## config.mk

```make
export PLATFORM = sky130hd
export DESIGN_NAME = dma_start_end_pulse_gen
export DESIGN_NICKNAME = d
export VERILOG_FILES = /design/src/rtl/dma_start_end_pulse_gen.sv
export SDC_FILE = /design/constraint.sdc
export NUM_CORES = 1
export LEC_CHECK = 0
export ABC_AREA = 0
export ABC_CLOCK_PERIOD_IN_PS = 3000
export CAP_MARGIN = 5
export CORE_MARGIN = 8
export CORE_UTILIZATION = 50
export CTS_BUF_LIST = sky130_fd_sc_hd__clkbuf_8
export DETAILED_ROUTE_END_ITERATION = 8
export GPL_ROUTABILITY_DRIVEN = 0
export PLACE_DENSITY = 0.74
export SYNTH_ARGS = -nofsm -noshare
export SYNTH_HDL_FRONTEND = slang
export SYNTH_SLANG_ARGS = --single-unit
```

## constraint.sdc

```tcl
create_clock -name clk_i -period 3 [get_ports clk_i]
set_clock_uncertainty 0.05 [all_clocks]
set_input_delay 0.9 -clock clk_i [delete_from_list [all_inputs] [get_ports clk_i]]
set_output_delay 0.9 -clock clk_i [all_outputs]
set_load 0.005 [all_outputs]
```

## src/rtl/dma_start_end_pulse_gen.sv

```systemverilog
// DMA start/end pulse pair generator.
// One accepted go produces a stretched start pulse, a counted transfer phase
// with a minimum dwell (so the low gap between pulses is at least PULSE_WIDTH),
// then a stretched end pulse and a one-cycle done. A watchdog forces the end
// pulse if the expected word count never arrives.
//
// Handshake: go_i is a level request sampled only while idle. It is accepted on
// the rising edge where the block is idle and go_i=1. It is not queued. busy_o
// is high from the cycle after acceptance until the cycle after done_o.
// word_strobe_i is a one-cycle-per-word qualifier with no back-pressure.
module dma_start_end_pulse_gen #(
  parameter int PULSE_WIDTH = 4,
  parameter int LEN_W       = 16,
  parameter int TO_W        = 32,
  parameter int TIMEOUT_CYC = 500000000
) (
  input  logic             clk_i,
  input  logic             reset_i,
  input  logic             go_i,
  input  logic [LEN_W-1:0] len_i,
  input  logic             word_strobe_i,
  output logic             busy_o,
  output logic             start_pulse_o,
  output logic             end_pulse_o,
  output logic             done_o,
  output logic             timeout_o,
  output logic [LEN_W-1:0] words_o
);

  localparam int CW = $clog2(PULSE_WIDTH + 1);
  localparam logic [CW-1:0]   PW_LAST  = CW'(PULSE_WIDTH - 1);
  localparam logic [TO_W-1:0] WD_LIMIT = TO_W'(TIMEOUT_CYC - 1);

  typedef enum logic [2:0] {
    S_IDLE  = 3'd0,
    S_START = 3'd1,
    S_XFER  = 3'd2,
    S_END   = 3'd3,
    S_DONE  = 3'd4
  } state_t;

  state_t           r_state;
  logic [CW-1:0]    r_cnt;     // pulse width in START/END, dwell in XFER
  logic [TO_W-1:0]  r_wd;      // watchdog, saturates at WD_LIMIT
  logic [LEN_W-1:0] r_len;
  logic [LEN_W-1:0] r_words;
  logic             r_busy;
  logic             r_start;
  logic             r_end;
  logic             r_done;
  logic             r_timeout;

  logic             w_counting;
  logic             w_inc;
  logic [LEN_W-1:0] w_words_next;
  logic             w_wd_limit;
  logic             w_dwell_ok;
  logic             w_complete;

  // Word counting qualifiers, dwell and completion conditions.
  always_comb begin
    w_counting   = (r_state == S_START) || (r_state == S_XFER);
    w_inc        = w_counting && word_strobe_i && (r_words < r_len);
    w_words_next = w_inc ? (r_words + LEN_W'(1)) : r_words;
    w_wd_limit   = (r_wd == WD_LIMIT);
    w_dwell_ok   = (r_cnt == PW_LAST);
    w_complete   = w_dwell_ok && (r_words == r_len);
  end

  // Sequencer FSM with all outputs and counters registered.
  always_ff @(posedge clk_i) begin
    if (reset_i) begin
      r_state   <= S_IDLE;
      r_cnt     <= '0;
      r_wd      <= '0;
      r_len     <= '0;
      r_words   <= '0;
      r_busy    <= 1'b0;
      r_start   <= 1'b0;
      r_end     <= 1'b0;
      r_done    <= 1'b0;
      r_timeout <= 1'b0;
    end else begin
      r_done <= 1'b0;
      if (w_inc) begin
        r_words <= r_words + LEN_W'(1);
      end
      if (w_counting && !w_wd_limit) begin
        r_wd <= r_wd + TO_W'(1);
      end
      case (r_state)
        S_IDLE: begin
          if (go_i) begin
            r_len     <= len_i;
            r_words   <= '0;
            r_timeout <= 1'b0;
            r_wd      <= '0;
            r_cnt     <= '0;
            r_busy    <= 1'b1;
            r_start   <= 1'b1;
            r_state   <= S_START;
          end
        end
        S_START: begin
          if (r_cnt == PW_LAST) begin
            r_cnt   <= '0;
            r_start <= 1'b0;
            r_state <= S_XFER;
          end else begin
            r_cnt <= r_cnt + CW'(1);
          end
        end
        S_XFER: begin
          if (w_complete) begin
            r_cnt   <= '0;
            r_end   <= 1'b1;
            r_state <= S_END;
          end else if (w_wd_limit) begin
            // A final word arriving on the limit cycle still counts as completion.
            if (w_words_next != r_len) begin
              r_timeout <= 1'b1;
            end
            r_cnt   <= '0;
            r_end   <= 1'b1;
            r_state <= S_END;
          end else if (!w_dwell_ok) begin
            r_cnt <= r_cnt + CW'(1);
          end
        end
        S_END: begin
          if (r_cnt == PW_LAST) begin
            r_cnt   <= '0;
            r_end   <= 1'b0;
            r_done  <= 1'b1;
            r_state <= S_DONE;
          end else begin
            r_cnt <= r_cnt + CW'(1);
          end
        end
        S_DONE: begin
          r_busy  <= 1'b0;
          r_state <= S_IDLE;
        end
        default: begin
          r_state <= S_IDLE;
        end
      endcase
    end
  end

  assign busy_o        = r_busy;
  assign start_pulse_o = r_start;
  assign end_pulse_o   = r_end;
  assign done_o        = r_done;
  assign timeout_o     = r_timeout;
  assign words_o       = r_words;

endmodule

```

==> metrics.md, run 1 <==
| Metric | Value |
|---|---|
| Synth Register Bits | `75` |
| CTS Sinks | `75` |
| Cts-stage hold buffer count | `0` |
| Post-Route Setup TNS | `-25.8 ps` |
| Ys async rst share | `0%` |
| Worst slack at placement | `-360 ps` |
| Failing checks | `setup timing` |
| Avg Vias per Cell | `5.56` |
| Critical path startpoint category | `input port` |
| YS warnings | `0` |
| Flop-to-flop setup slack | `-20 ps` |
| Final min period | `3030 ps` |
| Routed wire length | `11500 um` |
| Worst Path Max Fanout | `4` |
| Initial drt markers | `203` |
| Layout cells sized above 1 | `19.8%` |
| Mapped Cells | `506` |
| Static leakage | `2.08 nW` |
| Worst-path clk slew | `80 ps` |
| Final ANT Viol Nets | `0` |
| Synth top area share | `36.2%` |
| Post-DR wirelength/cell | `16.2 um` |
| Least-Margin Pin Slew | `621 ps` |
| RSZ-0062 raised after global routing | `true` |
| H-Tree Depth | `3` |
| Global-route wire length before repair | `18500 um` |
| Run status | `complete, but fails checks` |
| Root Buffer | `clkbuf_8` |
| Crit path launch | `word_strobe_i` |
| RR Startpoint | `r_len[11]` |
| Final period utilization | `101%` |
| WS Path Type | `input port to flip-flop` |
| Syn-to-layout area delta | `29.6%` |
| Vias in the first global route | `3957` |
| Die width | `107 um` |
| Chip height | `107 um` |
| IO Count | `41` |
| Final setup vio count | `1` |
| Top FF cell, synth | `dfxtp_1` |
| Grt ovf | `0` |
| Core box area | `8130 um^2` |
| Remaining DRCs | `0` |
| 1st-pass router iterations | `5` |
| Clock insertion delay at the later pin of the skew report | `350 ps` |
| Initial Util | `51.0%` |
| Post-synth EDFFs | `0` |
| Tot GR Track Use | `19.9%` |
| CTS max path bufs | `2` |
| Via count | `3933` |
| Fin worst setup slack | `-25.8 ps` |
| Pwr Density | `384 nW/um^2` |
| Synth top area cells | `dfxtp_1 36%, ha_1 6.3%, nand2_1 6.3%` |
| Initial antenna violation count | `0` |
| Max-slew headroom | `58.2%` |
| Crit. End Element | `flip-flop` |
| Synth Cell Area | `4150 um^2` |
| Post-placement cell count | `690` |
| Finished Core Util | `66.1%` |
| Hold Path Origin | `r_len[13]` |
| HP Class | `flip-flop to flip-flop` |
| Ant. Diodes | `0` |
| HPWL Detailed | `8200 um` |
| Arr. time, crit path | `3210 ps` |
| Cell variety after synth | `60` |
| CTS tree | `done` |
| Post-synthesis sequential area ratio | `36.2%` |
| Final hold violations | `0` |
| Worst-case reg-to-reg path depth | `12` |
| Max Fclk | `330 MHz` |
| Row count | `33` |
| Peak supply drop | `0.234 mV` |
| Final non-filler cell total | `707` |
| Fillers | `662` |
| Mean Syn Cell Area | `8.19 um^2` |
| Die Area | `11500 um^2` |
| CTS buffer count | `9` |
| Final net count | `638` |
| Synth Net Count | `547` |
| Synth area leader | `dfxtp_1` |
| Max Slew Vio Count | `0` |
| Worst Path Required | `3180 ps` |
| Largest net degree at the start of global routing | `50` |
| IO buf count | `40` |
| Hold Path Stages | `2` |
| Max_cap viols | `0` |
layer usage:
metal / vias up / part of all wire [%] / GRT usage [%]
met5: - / 0 / 0
met4: 0 / 2.6 / 10.4
met3: 24 / 7.3 / 4.50
met2: 140 / 47 / 32.6
met1: 1841 / 43 / 23.8
li1: 1928 / - / -
logic make-up after synthesis:
| logic type | after synthesis | synth area share (%) |
|---|---|---|
| XOR/XNOR | 55 | 12.5 |
| buffers and inverters | 43 | 4.47 |
| adder cells (fa/ha/maj) | 21 | 6.34 |
| multiplexers | 2 | 0.483 |
| AO/OA/AOI/OAI | 70 | 10.1 |
| flip-flops | 75 | 36.2 |
| AND/OR/NAND/NOR | 240 | 29.9 |
flip-flops by register name, indices dropped and copies added (netlist names):
register,flops
busy_o,1
done_o,1
end_pulse_o,1
r_cnt,3
r_len,16
r_state,3
r_wd,32
start_pulse_o,1
timeout_o,1
words_o,16
worst paths after layout:
check | endpoint
setup / recovery | timeout_o
hold / removal | r_len[13]
setup reg to reg | timeout_o
hold reg to reg | r_len[13]
Yosys cell counts (3+ instances only):
cell and n:
dfxtp_1 75, nand2_1 70, nor2_1 58, a21oi_1 36, xor2_1 29, xnor2_1 23, inv_1 22, ha_1 21
nand3_1 19, clkbuf_1 15, nor3_1 13, nand4_1 12, o21ai_0 12, and3_1 10, or3_1 8, and2_1 7
and4_1 7, nor4_1 6, nor4b_1 4, and4b_1 3, buf_6 3
critical path, stage by stage:
cell	delay (ps)
clkdlybuf4s50_1	450
nand2b_1	50
or4_4	460
buf_4	190
nor4_1	320
xnor2_1	250
o22ai_1	140
nand2_1	90
nor4b_2	240
a211oi_2	110
per-stage QoR:
| stage | hold slack (ps) | total power [W] | area [um^2] |
|---|---|---|---|
| 2_1_floorplan | 386 | 0.00122 | 4150 |
| 3_3_place_gp | 396 | 0.00133 | 5040 |
| 3_5_place_dp | 407 | 0.00134 | 5040 |
| 4_1_cts | 423 | 0.00206 | 5320 |
| 5_1_grt | 445 | 0.00215 | 5370 |
| 6_report | 424 | 0.00207 | 5370 |
layout make-up:
class                   count  area, um^2  share of cell area (%)
well taps                 105         131                    2.45
flip-flops and latches     75        1510                    28.1
multi-input cells         388        2600                    48.4
inverters                  22        82.6                    1.54
repair buffers            101         875                    16.3
clock inverters             6        40.0                   0.745
clock buffers              10         138                    2.56
where the power goes:
group / switching [W] / total, W / internal (W)
registers: 0.0000177 / 0.00104 / 0.00102
logic: 0.000162 / 0.000312 / 0.000150
clock network: 0.000397 / 0.000719 / 0.000321
cells in the final DEF (no fill, tap or decap), types with 18 or more instances in the layout:
| cell | count |
|---|---|
| nor2_1 | 57 |
| clkdlybuf4s50_1 | 40 |
| nand3_1 | 19 |
| a21oi_1 | 35 |
| buf_4 | 59 |
| inv_1 | 20 |
| nand2_1 | 69 |
| ha_1 | 18 |
| xnor2_1 | 19 |
| dfxtp_1 | 70 |
| xor2_1 | 29 |
timing repair:
action | 4_1_cts | 5_1_grt
endpoints found under the setup margin | 1 | 1
resized for setup | 21 | 10
pin swaps | 9 | 9
buffers inserted | 2 | 0
No activity file was read; power rests on OpenSTA's default activity.
==> run 2: changes to the inputs <==
- GPL_ROUTABILITY_DRIVEN: 0 -> default
==> run 2 against run 1 <==
The flow still finishes with violations (setup timing). Clock power increased by 27%. Final area increased by 4.1%. Largest power group unchanged. Fmax fell by 2.8%. Clock-buffer cell count unchanged. Critical path depth up 2.
==> metrics.md, run 2 (synthesized netlist as in run 1, its figures left out) <==
| Metric | Value |
|---|---|
| Run status | `complete, but fails checks` |
| Failing checks | `setup timing` |
| Critical path startpoint category | `flip-flop` |
| Largest net degree at the start of global routing | `50 (unchanged)` |
| Most frequent cells in the layout | `72 x buf_4, 71 x dfxtp_1, 68 x nand2_1, 56 x nor2_1, 39 x clkdlybuf4s50_1` |
| Via count | `3939 (+0.15%)` |
| 1st-pass router iterations | `4 (-1)` |
| Static leakage | `2.21 nW (+6.0%)` |
| Max reg flops | `32 (unchanged)` |
| Initial drt markers | `239 (+18%)` |
| Commonest non-fill, non-tap cell in the layout | `buf_4` |
| Worst Hold End | `r_len[13]` |
| Max-slew headroom | `58.9% (+0.67 points)` |
| Final period utilization | `104% (+2.9 points)` |
| Least-Margin Pin Slew | `611 ps (-9.94 ps)` |
| Die Area | `11500 um^2 (unchanged)` |
| Ant. Diodes | `0 (unchanged)` |
| Max Fclk | `321 MHz (-2.8%)` |
| Pwr Density | `409 nW/um^2 (+6.3%)` |
| Root Buffer | `clkbuf_8` |
| Final min period | `3110 ps (+86.7 ps)` |
| Final ANT Viol Nets | `0 (unchanged)` |
| CP max stage delay | `600 ps (+140 ps)` |
| Fin worst setup slack | `-112 ps (-86.7 ps)` |
| Row count | `33 (unchanged)` |
| Remaining DRCs | `0 (unchanged)` |
| Peak supply drop | `0.300 mV (+28%)` |
| Final hold violations | `0 (unchanged)` |
| Clock insertion delay at the later pin of the skew report | `340 ps (about the same)` |
| Tot GR Track Use | `20.2% (+0.27 points)` |
| Initial antenna violation count | `0 (unchanged)` |
| Final net count | `652 (+2.2%)` |
| Worst-path clk slew | `90 ps (about the same)` |
| Register area | `1510 um^2 (about the same)` |
| Crit-path slowest cell | `or4_4` |
| RR Startpoint | `r_len[7]` |
| Finished Core Util | `68.8% (+2.7 points)` |
| Power, Total | `0.00229 W (+11%)` |
| CTS buffer count | `9 (unchanged)` |
| Max_cap viols | `0 (unchanged)` |
| Hold Path Stages | `2 (unchanged)` |
| H-Tree Depth | `3 (unchanged)` |
| Worst-case reg-to-reg path depth | `12 (unchanged)` |
| HP Class | `flip-flop to flip-flop` |
| CP Cell Sequence | `inv_1 -> ha_1 -> nand4_1 -> or4_4 -> a21oi_4 -> buf_4 -> or3_4 -> nor2_2 -> or3_1 -> o311a_1 -> and4_1 -> a211oi_2` |
| Post-DR wirelength/cell | `16.0 um (-1.3%)` |
| Flop-to-flop setup slack | `-110 ps (-90 ps)` |
| Final non-filler cell total | `721 (+2.0%)` |
| Layout cells sized above 1 | `21.8% (+2.0 points)` |
| Final Wtd Congestion | `0.934` |
| Multi-input gate area | `2650 um^2 (+2.1%)` |
| Reg2reg end | `timeout_o` |
| Initial Util | `51.0% (unchanged)` |
| CTS max path bufs | `2 (unchanged)` |
| Worst Path Required | `3210 ps (+30 ps)` |
| Top reg by flops | `r_wd` |
| Grt ovf | `0 (unchanged)` |
| CTS Sinks | `75 (unchanged)` |
| Global-route wire length before repair | `18700 um (+0.90%)` |
| Post-placement cell count | `693 (+0.43%)` |
| Die width | `107 um (unchanged)` |
| Cts-stage hold buffer count | `0 (unchanged)` |
| WS Path Type | `flip-flop to flip-flop` |
| Chip height | `107 um (unchanged)` |
| Hold Path Origin | `r_len[13]` |
| CTS tree | `done` |
| Worst Path Max Fanout | `4 (unchanged)` |
| Fillers | `644 (-2.7%)` |
| Routed wire length | `11500 um (+0.62%)` |
| Max Slew Vio Count | `0 (unchanged)` |
| Final setup vio count | `1 (unchanged)` |
| Crit. End Element | `flip-flop` |
| IO Count | `41 (unchanged)` |
| IO buf count | `40 (unchanged)` |
| RSZ-0062 raised after global routing | `true` |
| Syn-to-layout area delta | `35.0%` |
| Arr. time, crit path | `3330 ps (+120 ps)` |
| Vias in the first global route | `3920 (-0.94%)` |
| Avg Vias per Cell | `5.46 (-1.8%)` |
| HPWL Detailed | `8230 um (+0.33%)` |
| Core box area | `8130 um^2 (unchanged)` |
-- run 2: changes by cell type in the layout (fill, tap and decap cells not counted), moves of 2 or more --
cell	change
xnor2_1	+2
xnor2_2	-2
nor4_4	+2
inv_2	-2
bufinv_16	+2
clkinvlp_4	-2
nor4_1	-2
buf_4	+13
-- run 2: worst max-delay path, delay by kind of cell, from the launching register on --
family                   cells  cell delay, ps
AO/OA/AOI/OAI                3             510
adder cells (fa/ha/maj)      1             330
buffers and inverters        2             300
flip-flops                   1             370
AND/OR/NAND/NOR              6            1460
-- run 2: final cells by class --
type / count / area share (%)
sequential: 75 / 26.9
timing repair buffer: 115 / 17.6
multi-input combinational: 388 / 47.4
clock inverter: 6 / 1.72
inverter: 22 / 1.48
clock buffer: 10 / 2.46
tap: 105 / 2.35
-- run 2: metrics by stage --
stage / area (um^2) / hold slack (ps) / setup TNS [ps] / worst slack, ps
floorplan: 4150 / 386 / 0 / 52.1
global placement: 5070 / 395 / -324 / -324
detailed placement: 5070 / 405 / -424 / -375
CTS: 5510 / 416 / 0 / 6.78
global route: 5590 / 424 / -174 / -174
finish: 5590 / 411 / -112 / -112
-- run 2: metal layers --
layer	wire length (um)	part of all wire, %	vias up	GRT usage [%]
li1	-	-	1956	-
met1	5110	44	1838	25.5
met2	5350	46	119	31.4
met3	766	6.6	26	4.14
met4	322	2.8	0	11.3
met5	0	0	-	0
-- run 2: worst max path at each step --
stage / cells past startpoint / slack, ps / from / endpoint
2_1_floorplan: 11 / 50 / words_o[9] / timeout_o
3_3_place_gp: 9 / -320 / word_strobe_i / timeout_o
3_5_place_dp: 9 / -370 / word_strobe_i / timeout_o
4_1_cts: 11 / 7 / word_strobe_i / timeout_o
5_1_grt: 12 / -170 / r_len[7] / timeout_o
6_report: 12 / -110 / r_len[7] / timeout_o
-- run 2: repair_timing --
| item | CTS | global route |
|---|---|---|
| endpoints found under the setup margin | 1 | 3 |
| buffers inserted | 12 | 1 |
| pin swaps | 23 | 5 |
| resized for setup | 22 | 15 |
-- run 2: power by group --
part / internal (W) / total [W] / switching [W] / leakage (nW)
Clock: 0.000502 / 0.000913 / 0.000411 / 0.115
Sequential: 0.00102 / 0.00103 / 0.0000158 / 0.609
Combinational: 0.000166 / 0.000341 / 0.000175 / 1.48
Total: 0.00169 / 0.00229 / 0.000602 / 2.21
==> run 3: changes to the inputs <==
- ABC_CLOCK_PERIOD_IN_PS: 3000 -> default
==> results of run 3 <==
Final layout, timing and power as in run 2 (identical DEF).
